<file path="src/rtl/jogo_memoria_pkg.sv">
// Shared state codes and width helper for the parametrised memory game.
// The optional extra-life state (JOGO_VIDA_EXTRA_EN) keeps its code here in all builds.
package jogo_memoria_pkg;

  // Codes are exported on db_estado and must stay fixed.
  localparam logic [4:0] StInicial       = 5'h00;
  localparam logic [4:0] StPrepara       = 5'h01;
  localparam logic [4:0] StMostraLed     = 5'h02;
  localparam logic [4:0] StApagaLed      = 5'h03;
  localparam logic [4:0] StEsperaJogada  = 5'h04;
  localparam logic [4:0] StCompara       = 5'h05;
  localparam logic [4:0] StAdicionaJogada = 5'h06;
  localparam logic [4:0] StProxRodada    = 5'h07;
  localparam logic [4:0] StFinalAcerto   = 5'h08;
  localparam logic [4:0] StFinalErro     = 5'h09;
  localparam logic [4:0] StFinalTimeout  = 5'h0A;
  localparam logic [4:0] StPerdeVida     = 5'h15;

  function automatic int unsigned clog2(input int unsigned v);
    int unsigned r;
    r = 0;
    for (int i = 0; i < 32; i++) begin
      if ((32'd1 << i) < v) r = i + 1;
    end
    return r;
  endfunction

endpackage

</file>
<file path="src/rtl/jogo_memoria_param_detector_jogada.sv">
// Press detector: rising edge of any button, one-hot check and index encode,
// presented as a single registered event cycle.
module detector_jogada
  import jogo_memoria_pkg::*;
#(
  parameter int unsigned N_BOTOES = 4,
  parameter int unsigned IW       = clog2(N_BOTOES)
) (
  input  logic                clk_i,
  input  logic                rst_i,
  input  logic [N_BOTOES-1:0] botoes_i,
  output logic                evento_o,
  output logic                valido_o,
  output logic [IW-1:0]       indice_o
);

  localparam logic [N_BOTOES-1:0] Um = 1;

  logic          algum_q;
  logic          evento_q;
  logic          valido_q;
  logic [IW-1:0] indice_q;

  logic          algum;
  logic          subida;
  logic          um_so;
  logic [IW-1:0] indice;

  always_comb begin
    algum  = |botoes_i;
    subida = algum & ~algum_q;
    // Clearing the lowest set bit leaves zero only for a single-bit pattern.
    um_so  = algum && ((botoes_i & (botoes_i - Um)) == '0);
    indice = '0;
    for (int i = 0; i < N_BOTOES; i++) begin
      if (botoes_i[i]) indice = IW'(i);
    end
  end

  always_ff @(posedge clk_i or posedge rst_i) begin
    if (rst_i) begin
      algum_q  <= 1'b0;
      evento_q <= 1'b0;
      valido_q <= 1'b0;
      indice_q <= '0;
    end else begin
      algum_q  <= algum;
      evento_q <= subida;
      valido_q <= um_so;
      indice_q <= indice;
    end
  end

  assign evento_o = evento_q;
  assign valido_o = valido_q;
  assign indice_o = indice_q;

endmodule

</file>
<file path="src/rtl/jogo_memoria_param.sv">
// Parametrised memory game core: stores, plays back and checks a growing move sequence.
// Define JOGO_VIDA_EXTRA_EN to grant one extra life per game (state PerdeVida).
module jogo_memoria_param
  import jogo_memoria_pkg::*;
#(
  parameter int unsigned N_BOTOES  = 4,
  parameter int unsigned N_RODADAS = 16,
  parameter int unsigned T_LED     = 1000,
  parameter int unsigned T_APAGADO = 500,
  parameter int unsigned T_TIMEOUT = 5000
) (
  input  logic                        clock,
  input  logic                        reset,
  input  logic                        jogar,
  input  logic [1:0]                  modo,
  input  logic [N_BOTOES-1:0]         botoes,
  output logic [N_BOTOES-1:0]         leds,
  output logic                        pronto,
  output logic                        ganhou,
  output logic                        perdeu,
  output logic                        timeout,
  output logic [4:0]                  db_estado,
  output logic [clog2(N_RODADAS):0]   db_rodada,
  output logic                        db_igual
);

  localparam int unsigned IW    = clog2(N_BOTOES);
  localparam int unsigned AW    = clog2(N_RODADAS);
  localparam int unsigned RW    = AW + 1;
  localparam int unsigned TMax1 = (T_LED > T_APAGADO) ? T_LED : T_APAGADO;
  localparam int unsigned TMax  = (TMax1 > T_TIMEOUT) ? TMax1 : T_TIMEOUT;
  localparam int unsigned TW    = clog2(TMax) + 1;
  localparam logic [N_BOTOES-1:0] Um = 1;

  logic [4:0]    estado_q, estado_d;
  logic [RW-1:0] rodada_q, rodada_d;
  logic [AW-1:0] addr_q, addr_d;
  logic [TW-1:0] timer_q, timer_d;
  logic [1:0]    modo_q, modo_d;
  logic          igual_q, igual_d;
  logic          jogar_q;
  logic [IW-1:0] sorteio_q;
`ifdef JOGO_VIDA_EXTRA_EN
  logic          vida_q, vida_d;
`endif

  logic [IW-1:0] mem_q [N_RODADAS];
  logic          mem_we;
  logic [AW-1:0] mem_waddr;
  logic [IW-1:0] mem_wdata;
  logic [IW-1:0] mem_rd;

  logic          evento;
  logic          valido;
  logic [IW-1:0] indice;

  logic          jogar_ed;
  logic [RW-1:0] ultima;
  logic [RW-1:0] addr_ext;
  logic          tempo_esgotado;
  logic [4:0]    prox_erro;
  logic [4:0]    prox_tmo;

  detector_jogada #(
    .N_BOTOES (N_BOTOES),
    .IW       (IW)
  ) u_detector (
    .clk_i    (clock),
    .rst_i    (reset),
    .botoes_i (botoes),
    .evento_o (evento),
    .valido_o (valido),
    .indice_o (indice)
  );

  always_comb begin
    jogar_ed       = jogar & ~jogar_q;
    mem_rd         = mem_q[addr_q];
    ultima         = modo_q[1] ? RW'(N_RODADAS / 2 - 1) : RW'(N_RODADAS - 1);
    addr_ext       = {1'b0, addr_q};
    tempo_esgotado = modo_q[0] && (timer_q == TW'(T_TIMEOUT - 1));
`ifdef JOGO_VIDA_EXTRA_EN
    prox_erro      = vida_q ? StPerdeVida : StFinalErro;
    prox_tmo       = vida_q ? StPerdeVida : StFinalTimeout;
`else
    prox_erro      = StFinalErro;
    prox_tmo       = StFinalTimeout;
`endif
  end

  always_comb begin
    estado_d  = estado_q;
    rodada_d  = rodada_q;
    addr_d    = addr_q;
    timer_d   = timer_q + TW'(1);
    modo_d    = modo_q;
    igual_d   = igual_q;
    mem_we    = 1'b0;
    mem_waddr = '0;
    mem_wdata = '0;
`ifdef JOGO_VIDA_EXTRA_EN
    vida_d    = vida_q;
`endif
    case (estado_q)
      StInicial, StFinalAcerto, StFinalErro, StFinalTimeout: begin
        if (jogar_ed) begin
          estado_d  = StPrepara;
          modo_d    = modo;
          mem_we    = 1'b1;
          mem_wdata = sorteio_q;
        end
      end
      StPrepara: begin
        rodada_d = '0;
        addr_d   = '0;
        igual_d  = 1'b0;
`ifdef JOGO_VIDA_EXTRA_EN
        vida_d   = 1'b1;
`endif
        estado_d = StMostraLed;
      end
      StMostraLed: begin
        if (timer_q == TW'(T_LED - 1)) estado_d = StApagaLed;
      end
      StApagaLed: begin
        if (timer_q == TW'(T_APAGADO - 1)) begin
          if (addr_ext == rodada_q) begin
            addr_d   = '0;
            estado_d = StEsperaJogada;
          end else begin
            addr_d   = addr_q + AW'(1);
            estado_d = StMostraLed;
          end
        end
      end
      StEsperaJogada: begin
        // A press in the expiry cycle takes priority over the timeout.
        if (evento) begin
          igual_d  = valido && (indice == mem_rd);
          estado_d = StCompara;
        end else if (tempo_esgotado) begin
          estado_d = prox_tmo;
        end
      end
      StCompara: begin
        if (!igual_q) begin
          estado_d = prox_erro;
        end else if (addr_ext < rodada_q) begin
          addr_d   = addr_q + AW'(1);
          estado_d = StEsperaJogada;
        end else if (rodada_q == ultima) begin
          estado_d = StFinalAcerto;
        end else begin
          estado_d = StAdicionaJogada;
        end
      end
      StAdicionaJogada: begin
        if (evento) begin
          if (valido) begin
            mem_we    = 1'b1;
            mem_waddr = AW'(rodada_q + RW'(1));
            mem_wdata = indice;
            estado_d  = StProxRodada;
          end else begin
            estado_d  = prox_erro;
          end
        end else if (tempo_esgotado) begin
          estado_d = prox_tmo;
        end
      end
      StProxRodada: begin
        rodada_d = rodada_q + RW'(1);
        addr_d   = '0;
        estado_d = StMostraLed;
      end
`ifdef JOGO_VIDA_EXTRA_EN
      StPerdeVida: begin
        vida_d = 1'b0;
        if (timer_q == TW'(T_LED - 1)) begin
          addr_d   = '0;
          estado_d = StMostraLed;
        end
      end
`endif
      default: estado_d = StInicial;
    endcase
    // Every state change restarts the phase/timeout counter.
    if (estado_d != estado_q) timer_d = '0;
  end

  always_ff @(posedge clock or posedge reset) begin
    if (reset) begin
      estado_q  <= StInicial;
      rodada_q  <= '0;
      addr_q    <= '0;
      timer_q   <= '0;
      modo_q    <= '0;
      igual_q   <= 1'b0;
      jogar_q   <= 1'b0;
      sorteio_q <= '0;
`ifdef JOGO_VIDA_EXTRA_EN
      vida_q    <= 1'b0;
`endif
    end else begin
      estado_q  <= estado_d;
      rodada_q  <= rodada_d;
      addr_q    <= addr_d;
      timer_q   <= timer_d;
      modo_q    <= modo_d;
      igual_q   <= igual_d;
      jogar_q   <= jogar;
      sorteio_q <= (sorteio_q == IW'(N_BOTOES - 1)) ? '0 : sorteio_q + IW'(1);
`ifdef JOGO_VIDA_EXTRA_EN
      vida_q    <= vida_d;
`endif
    end
  end

  always_ff @(posedge clock) begin
    if (mem_we) mem_q[mem_waddr] <= mem_wdata;
  end

  always_comb begin
    leds = '0;
    case (estado_q)
      StMostraLed:                     leds = Um << mem_rd;
      StEsperaJogada, StAdicionaJogada: leds = botoes;
`ifdef JOGO_VIDA_EXTRA_EN
      StPerdeVida:                     leds = '1;
`endif
      default:                         leds = '0;
    endcase
    pronto    = (estado_q == StFinalAcerto) || (estado_q == StFinalErro) ||
                (estado_q == StFinalTimeout);
    ganhou    = (estado_q == StFinalAcerto);
    perdeu    = (estado_q == StFinalErro) || (estado_q == StFinalTimeout);
    timeout   = (estado_q == StFinalTimeout);
    db_estado = estado_q;
    db_rodada = rodada_q;
    db_igual  = igual_q;
  end

endmodule

</file>
<file path="config.mk">
export PLATFORM = sky130hd
export DESIGN_NAME = jogo_memoria_param
export DESIGN_NICKNAME = d
export VERILOG_FILES = /design/src/rtl/jogo_memoria_pkg.sv /design/src/rtl/jogo_memoria_param_detector_jogada.sv /design/src/rtl/jogo_memoria_param.sv
export SDC_FILE = /design/constraint.sdc
export NUM_CORES = 1
export LEC_CHECK = 0
export CORE_ASPECT_RATIO = 1.2
export CORE_MARGIN = 8
export CORE_UTILIZATION = 61
export CTS_BUF_LIST = sky130_fd_sc_hd__clkbuf_4
export DETAILED_ROUTE_END_ITERATION = 8
export GPL_TIMING_DRIVEN = 0
export PLACE_DENSITY = 0.8
export REMOVE_ABC_BUFFERS = 1
export SYNTH_ARGS = -nofsm -noshare
export SYNTH_HDL_FRONTEND = slang
export SYNTH_SLANG_ARGS = --single-unit
</file>
<file path="constraint.sdc">
create_clock -name clock -period 2.8 [get_ports clock]
set_clock_uncertainty 0.05 [all_clocks]
set_input_delay 0.56 -clock clock [delete_from_list [all_inputs] [get_ports clock]]
set_output_delay 0.56 -clock clock [all_outputs]
set_load 0.005 [all_outputs]
</file>
==> metrics <==
Via density ~6.4; f_max 0.3223 GHz; post-synth top area cell dfrtp_1; final hold violation count 0; FF-to-FF setup slack 0.23 ns; final setup violation count 4; most frequent cell after synthesis dfrtp_1; Overflow after GRT 0; RSZ-0062 raised after global routing true; CP Capture Type output port; Layout area overhead 16.29%; Post-Synth XOR/XNOR Area under 10%; Die X 88.65 um; DRC Markers 0; top_reg_cell synth dfrtp_1; Sum Neg Setup Slack -0.9464 ns; Ys Warns 0; post-synthesis adder-cell area fraction 2.591%; period utilization 110.8%; register area share after synthesis 50.13%; Worst Path Max Fanout 5; post-synthesis mux area share 5.732%; multi-input logic area 1853 um^2; CTS tree yes; Static Leak 1.643 nW; FP Rows 31; Vert. Die Dim a little over 100 um; top cells by area, synth dfrtp_1 (25%), edfxtp_1 (25%), mux4_2 (4.1%); Antenna diodes 0; Simple-Gate Fraction of Synth Area roughly 22%; #FFs+latches synth ~70; synthesized area per cell 10.53 um^2; Max-Cap Viols 0; first-pass GRT wire length ~15000 um; Worst setup endpoint leds[3]; Final nets 427; top cell type's share of synthesized area 25.26%; final WL 9085 um; vias post-DR between 3000 and 4000; status complete, but fails checks; core area 6090 um^2; Post-DP HPWL about 6000 um; largest net degree at the start of global routing 40; PnR worst setup slack -0.3026 ns; First-pass DRT Iterations 5; Worst Path Arrival approximately 2.5 ns; Reg-to-Reg End addr_q[2]; gp weighted congestion 0.8944; antenna-violating nets left 0; Crit path required time between 2 and 2.5 ns; failing checks setup timing; final core occ about three quarters; top post-synthesis cells by count dfrtp_1 (39), nand2_1 (37), edfxtp_1 (32); die area a little over 9000 um^2; worst r2r src addr_q[0]; storage element area 1941 um^2; Tot GR Track Use 21.08%; Hold WC Path Type register to register; Fin Hold WS 0.3792 ns; total power 0.002031 W; layout cell share with drive strength beyond 1 roughly 17%; Slew headroom roughly 46%; EDFF count, synth 32; htree depth 3; initial antenna violation count 0; io pins 28; worst r2r path cells 7; CTS clk-pin slew, worst paths roughly 0.14 ns; CTS sink cnt 71; Iter 0 DRT Violations 232; CTS Hold Buffers Added 0; Worst Setup Start Kind register; Worst Path Class, Setup register to output port; highest ir drop seen on vdd roughly 0.00029 V; clk root buf clkbuf_4; Synth async-reset ratio 54.93%; Initial Utilization 63.45%; worst slew pin tran 0.8096 ns; WL per Instance 18.28 um; CTS buffer count 9; # fillers 446; dpl ws -0.3982 ns; clock latency on the worst-skew pair 0.43 ns; synthesized instance count approximately 370; Clock Tree Buf Depth 2; final-report max-slew violation count 0; Critical Path Start addr_q[2]; fin crit period approximately 3.1 ns; Netlist Area Pre-Place roughly 3900 um^2; post-synthesis cell type count between 60 and 70; port buffer count 27; number of global-route vias before repair 3026; main combinational cell family by area after synthesis simple AND/OR/NAND/NOR gates; pwr dens 452.1 nW/um^2; Compound-Gate Fraction of Synth Area approximately an eighth
cell families after synthesis:
| kind of cell | after synthesis |
|---|---|
| AOI/OAI and AO/OA | 69 |
| xor gates and xnor gates | 17 |
| adders and majority gates | 8 |
| buffers and inverters | 28 |
| DFF | 71 |
| muxes | 13 |
| other | 1 |
| and+or+nand+nor | 160 |
worst min-delay path by stage:
stage	from	end	slack [ns]	cells past startpoint
floorplan	u_detector.algum_q	u_detector.evento_o	0.33	1
global placement	u_detector.algum_q	u_detector.evento_o	0.34	1
detailed placement	u_detector.algum_q	u_detector.evento_o	0.34	1
CTS	u_detector.algum_q	u_detector.evento_o	0.37	1
global route	u_detector.algum_q	u_detector.evento_o	0.39	1
finish	u_detector.algum_q	u_detector.evento_o	0.38	1
stage by stage:
stage / instances / area (um^2)
2_1_floorplan: 354 / 3800
3_3_place_gp: 463 / 4173
3_5_place_dp: 463 / 4173
4_1_cts: 493 / 4443
5_1_grt: 497 / 4493
6_report: 497 / 4493
what timing repair did:
item | in CTS | in global routing
endpoints found under the setup margin | 63 | 45
resized for setup | 26 | 10
pin swaps | 2 | 4
buffers inserted | 14 | 4
state kept, by name (all words and copies together), names as in the netlist, 2 cells and up:
register / count
db_rodada: 5
mem_q: 32
sorteio_q: 2
db_estado: 5
addr_q: 4
timer_q: 14
u_detector.indice_o: 2
modo_q: 2
routing by layer:
layer | wire length (um) | global-route usage (%)
met1 | 3952 | 25.96
met4 | 291 | 11.34
met5 | 0 | 0
met3 | 648 | 5.850
met2 | 4193 | 32.74
area by class of cell:
class                           count  area share, %
Clock buffer                        9          1.504
Clock inverter                      7          1.420
Inverter                           15          1.253
Multi-Input combinational cell    268          41.24
Sequential cell                    71          43.19
Tap cell                           82          2.283
Timing Repair Buffer               45          9.106
power breakdown:
part           leakage, nW  switching (W)  internal [W]
Sequential           0.807      0.0000547       0.00112
Clock               0.0666       0.000418      0.000200
Combinational        0.769       0.000133      0.000103
cell usage in the layout, fill, tap and decap left out, types with 3 or more instances in the layout:
cell	Yosys	layout
mux4_2	7	7
a21oi_1	10	10
nand4_1	6	6
mux2_2	3	3
o221ai_1	5	5
buf_2	3	4
dfrtp_1	39	36
edfxtp_1	32	32
o21ai_0	19	18
mux2i_1	3	3
nand2b_1	6	6
buf_6	1	3
dfrtp_2	0	3
nand3_1	17	16
nor3_1	24	24
clkdlybuf4s50_1	0	23
ha_1	8	8
or4_1	3	3
a32o_1	4	4
nand2_1	37	36
xnor2_1	9	9
inv_1	15	14
xor2_1	8	8
buf_4	1	14
or3_1	4	3
a31oi_1	4	4
nor2_1	31	30
nor2b_1	6	6
clkbuf_4	0	9
nor4_1	4	4
worst max-delay path, cell delays in order (launching register included):
cell and delay (ns):
dfrtp_2 0.41, buf_12 0.13, mux4_2 0.53, mux4_2 0.51
buf_6 0.14, a32o_1 0.21, buf_2 0.13
No activity file was read; power rests on OpenSTA's default activity.
